<file path="src/rtl/bitcell_array_ctrl_pkg.sv">
// Shared types and constants for the bitcell array controller.
package bitcell_pkg;

  typedef enum logic [2:0] {
    IDLE   = 3'd0,
    SETUP  = 3'd1,
    ACCESS = 3'd2,
    VERIFY = 3'd3,
    RESP   = 3'd4
  } state_t;

  localparam logic RW_WRITE = 1'b1;
  localparam logic RW_READ  = 1'b0;

endpackage

</file>
<file path="src/rtl/bitcell_array_ctrl_row_decoder.sv">
// Combinational row decoder: address plus enable to one-hot row select.
module row_decoder #(
  parameter int ADDR_W = 2
) (
  input  logic [ADDR_W-1:0]      i_addr,
  input  logic                   i_en,
  output logic [(2**ADDR_W)-1:0] o_sel
);

  always_comb begin
    o_sel = '0;
    if (i_en) o_sel[i_addr] = 1'b1;
  end

endmodule

</file>
<file path="src/rtl/bitcell_array_ctrl.sv">
// Access controller for a word-organised bitcell array.
// Optional write-verify read-back enabled by BITCELL_ARRAY_CTRL_WRITE_VERIFY_EN.
module bitcell_array_ctrl
  import bitcell_pkg::*;
#(
  parameter int ADDR_W        = 2,
  parameter int DATA_W        = 4,
  parameter int ACCESS_CYCLES = 2
) (
  input  logic                   clk,
  input  logic                   rst_n,
  input  logic                   req_valid,
  output logic                   req_ready,
  input  logic                   req_we,
  input  logic [ADDR_W-1:0]      req_addr,
  input  logic [DATA_W-1:0]      req_wdata,
  output logic                   rsp_valid,
  input  logic                   rsp_ready,
  output logic [DATA_W-1:0]      rsp_rdata,
  output logic                   rsp_err,
  output logic [(2**ADDR_W)-1:0] arr_sel,
  output logic                   arr_rw,
  output logic [DATA_W-1:0]      arr_wdata,
  input  logic [DATA_W-1:0]      arr_rdata
);

  localparam int CNT_W = $clog2(ACCESS_CYCLES + 1);

  state_t              r_state;
  logic                r_we;
  logic [ADDR_W-1:0]   r_addr;
  logic [DATA_W-1:0]   r_wdata;
  logic [DATA_W-1:0]   r_rdata;
  logic                r_err;
  logic [CNT_W-1:0]    r_cnt;

  logic                w_drive;
  logic                w_sel_en;

  always_ff @(posedge clk or negedge rst_n) begin
    if (!rst_n) begin
      r_state <= IDLE;
      r_we    <= RW_READ;
      r_addr  <= '0;
      r_wdata <= '0;
      r_rdata <= '0;
      r_err   <= 1'b0;
      r_cnt   <= '0;
    end else begin
      case (r_state)
        IDLE: begin
          if (req_valid) begin
            r_we    <= req_we;
            r_addr  <= req_addr;
            r_wdata <= (req_we == RW_WRITE) ? req_wdata : '0;
            r_rdata <= '0;
            r_err   <= 1'b0;
            r_state <= SETUP;
          end
        end
        SETUP: begin
          r_cnt   <= CNT_W'(ACCESS_CYCLES - 1);
          r_state <= ACCESS;
        end
        ACCESS: begin
          if (r_cnt == '0) begin
            if (r_we == RW_READ) r_rdata <= arr_rdata;
`ifdef BITCELL_ARRAY_CTRL_WRITE_VERIFY_EN
            if (r_we == RW_WRITE) begin
              r_cnt   <= CNT_W'(ACCESS_CYCLES);
              r_state <= VERIFY;
            end else begin
              r_state <= RESP;
            end
`else
            r_state <= RESP;
`endif
          end else begin
            r_cnt <= r_cnt - 1'b1;
          end
        end
`ifdef BITCELL_ARRAY_CTRL_WRITE_VERIFY_EN
        VERIFY: begin
          if (r_cnt == '0) begin
            r_err   <= (arr_rdata != r_wdata);
            r_state <= RESP;
          end else begin
            r_cnt <= r_cnt - 1'b1;
          end
        end
`endif
        RESP: begin
          if (rsp_ready) r_state <= IDLE;
        end
        default: r_state <= IDLE;
      endcase
    end
  end

  // Drive rw/data through SETUP and ACCESS only, so select never overlaps a data edge.
  assign w_drive = (r_state == SETUP) || (r_state == ACCESS);

`ifdef BITCELL_ARRAY_CTRL_WRITE_VERIFY_EN
  // First VERIFY cycle (counter still full) is the de-select gap before read-back.
  assign w_sel_en = (r_state == ACCESS) ||
                    ((r_state == VERIFY) && (r_cnt != CNT_W'(ACCESS_CYCLES)));
`else
  assign w_sel_en = (r_state == ACCESS);
`endif

  row_decoder #(
    .ADDR_W (ADDR_W)
  ) u_row_decoder (
    .i_addr (r_addr),
    .i_en   (w_sel_en),
    .o_sel  (arr_sel)
  );

  assign arr_rw    = (w_drive && (r_we == RW_WRITE)) ? RW_WRITE : RW_READ;
  assign arr_wdata = w_drive ? r_wdata : '0;
  assign req_ready = (r_state == IDLE);
  assign rsp_valid = (r_state == RESP);
  assign rsp_rdata = r_rdata;
  assign rsp_err   = r_err;

endmodule

</file>
<file path="config.mk">
export PLATFORM = sky130hd
export DESIGN_NAME = bitcell_array_ctrl
export DESIGN_NICKNAME = d
export VERILOG_FILES = /design/src/rtl/bitcell_array_ctrl_pkg.sv /design/src/rtl/bitcell_array_ctrl_row_decoder.sv /design/src/rtl/bitcell_array_ctrl.sv
export SDC_FILE = /design/constraint.sdc
export NUM_CORES = 1
export LEC_CHECK = 0
export ABC_AREA = 1
export BUFFER_PORTS_ARGS = -buffer_cell sky130_fd_sc_hd__buf_2
export CAP_MARGIN = 0
export CORE_MARGIN = 2
export CORE_UTILIZATION = 40
export DETAILED_ROUTE_END_ITERATION = 6
export PLACE_DENSITY = 0.67
export SLEW_MARGIN = 20
export SYNTH_ARGS = -nofsm -noshare
export SYNTH_HDL_FRONTEND = slang
export SYNTH_SLANG_ARGS = --single-unit
export TNS_END_PERCENT = 5
</file>
<file path="constraint.sdc">
create_clock -name clk -period 1.4 [get_ports clk]
set_clock_uncertainty 0.1 [all_clocks]
set_input_delay 0.14 -clock clk [delete_from_list [all_inputs] [get_ports clk]]
set_output_delay 0.14 -clock clk [all_outputs]
set_load 0.005 [all_outputs]
</file>
==> results.md <==
* Number of max-cap violations at 0
* Average wire per standard cell at 11.4 um
* DP Area at just over 0.001 mm^2
* Htree depth at 1
* Achievable frequency at around 650 MHz
* Most area-consuming cells after synthesis: dfrtp_1 (47%), inv_1 (8.8%), nand3_1 (5.8%)
* Tot GR Track Use at between 10% and 20%
* Syn. warnings at 0
* Placed insts at about 160
* CP Capture Type: primary output
* Syn nets at about 120
* Clock transition at path regs at 0.10 ns
* Leak at about 0.7 nW
* Drt pass-1 iters at 4
* Clk root buf: clkbuf_4
* Final #Nets at 168
* Starting DRC count in detailed routing at 12
* Arrival time at the worst endpoint at between 1 and 1.5 ns
* Unrepaired setup endpoints after global routing: yes
* Setup WS pre-CTS at 0.0691 ns
* Sink of the worst hold path: r_wdata[1]
* Hold Path Stages at 3
* CTS tree: built
* Hold path startpoint: req_we
* Avg Cell Area, Syn at 8.49 um^2
* DRC at 0
* #FFs+latches synth at 16
* Final design utilization at 64.3%
* PnR worst setup slack at -0.141 ns
* Post-synth cell types at 22
* Worst-Skew Late Latency at 0.28 ns
* Seq/Total Area, Yosys at roughly 47%
* Area share of the largest cell type after synthesis at 46.7%
* Row Count at 16
* Fin area at 0.00127 mm^2
* Ant diodes at 0
* Die area at roughly 0.0025 mm^2
* Reg2Reg Launch Point: r_state[1]
* Final Wtd Congestion at 0.790
* Internal reg-to-reg setup slack at -0.01 ns
* Outcome: complete, but fails checks
* Final hold vios at 0
* Worst r2r path cells at 6
* First-pass GRT wire length at 3180 um
* Die height at slightly above 50 um
* Vias in the first global route at ~770
* Cell taking the most area after synthesis: dfrtp_1
* Routed wire length at a little over 2000 um
* Hold Path Class: input pin to flip-flop
* Non-filler cells, final at approximately 180
* Starting Density at 43.2%
* Pwr Density at 2120 mW/mm^2
* Crit-path max FO at 7
* Reg2reg end: r_wdata[3]
* Clock buffer depth at 2
* Largest net degree at the start of global routing at 17
* PortBufs at 29
* Shortest period the worst path allows at 1.54 ns
* Final Cycle Share at 110%
* Ratio of cells with drive above 1 in the final layout at 47.0%
* Die width at roughly 50 um
* Hpwl dp at between 1000 and 1500 um
* Layout Area Growth over Synthesis at 48.8%
* Core region area at between 0.0015 and 0.002 mm^2
* Antenna-violating nets left at 0
* Routed via count at 836
* GRT overflow at 0
* Antenna violations before repair at 0
* Required time worst endpoint at 1.16 ns
* Cells after synthesis at between 100 and 150
* CTS sink count at 16
* Final Slew Violations at 0
* # setup viols final at 18
* Via density at 4.70
* Post-Syn Area at around 860 um^2
* Crit path launch type: flip-flop
* Critical path class: flip-flop to primary output
* # IOs at 31
* CTS buffer count at 3
* Failing checks: negative setup slack
* Maximum vdd drop at 1.09 mV
worst max-delay path by stage:
stage                    start      endpoint  slack [ns]  cells after the start
floorplan           r_state[1]          r_we        0.20                      5
global placement    r_state[0]        arr_rw        0.10                      6
detailed placement  r_state[0]  arr_wdata[0]        0.07                      6
CTS                 r_state[0]  arr_wdata[0]       -0.12                      6
global route        r_state[2]  arr_wdata[3]       -0.21                      6
finish              r_state[2]    arr_sel[3]       -0.14                      4
power breakdown:
group / switching [W] / total, W / internal (W) / leakage (nW)
Sequential: 0.000132 / 0.000807 / 0.000675 / 0.207
Combinational: 0.000924 / 0.00160 / 0.000671 / 0.463
Clock: 0.000147 / 0.000305 / 0.000158 / 0.0210
worst max-delay path: stages, from the launching register on:
cell and delay (ns):
dfrtp_1 0.40, inv_2 0.13, nand3_4 0.14, nor3_1 0.19
buf_2 0.16
final cells by class:
class                   count  area, um^2
clock buffers               4        36.3
well taps                  27        33.8
flip-flops and latches     16         402
repair buffers             49         315
multi-input cells          60         400
inverters                  22        87.6
fillers                   173         707
registers in the layout, summed over array words and instances (netlist names):
name	cells
r_addr	2
r_we	1
r_state	3
r_wdata	4
r_cnt	2
rsp_rdata	4
logic make-up (layout without fill, tap and decap cells):
kind of cell / after synthesis / count (layout) / synth area share [%]
and+or+nand+nor: 46 / 46 / 28.3
other: 1 / 1 / 0.438
DFF: 16 / 16 / 46.7
AOI/OAI and AO/OA: 12 / 12 / 9.34
adders and majority gates: 1 / 1 / 1.46
buffers and inverters: 25 / 75 / 13.7
routing by layer:
layer / track usage (%) / wire [um] / vias up
met2: 29.4 / 1060 / 27
met4: 8.11 / 59 / 0
met1: 19.6 / 816 / 387
met3: 3.57 / 95 / 6
li1: - / - / 416
met5: 0 / 0 / -
timing repair:
item	in CTS	in global routing
pin swaps	2	4
endpoints found under the setup margin	11	16
hold buffers	8	0
hold endpoints to repair	23	0
gates resized for setup	9	11
buffers inserted	6	5
synthesized netlist by cell type:
master,count
ha_1,1
inv_1,20
buf_12,1
nor2_2,2
nor2_8,1
nor2_1,9
dfrtp_1,16
o21ai_1,3
o21ai_4,1
nand2_4,1
a21oi_1,1
conb_1,1
nand3_2,2
o22ai_1,1
nand2_2,4
o21ai_2,2
nand2_1,12
inv_2,2
buf_4,2
nor3_1,5
o21ai_0,4
nand3_1,10
cells in the final DEF (no fill, tap or decap), types with 2 or more instances in the layout:
cell,n
nor2_1,6
dlygate4sd3_1,8
nand2_1,11
inv_2,4
nor2_4,2
nand2_2,4
o21ai_1,4
buf_2,29
o21ai_0,3
buf_4,12
nor3_1,3
inv_1,17
clkbuf_4,3
o21ai_2,2
nand3_4,2
nor2_2,3
nand2_4,2
nand3_1,9
dfrtp_1,15
through the flow:
stage / power [W] / hold WS (ns) / TNS (ns)
floorplan: 0.00166 / -0.256 / 0
global placement: 0.00190 / -0.0296 / 0
detailed placement: 0.00194 / -0.0289 / 0
CTS: 0.00246 / 0.0228 / -0.836
global route: 0.00294 / 0.0572 / -3.05
finish: 0.00271 / 0.0400 / -1.30
Note: power is estimated with default switching activity, not from simulation.
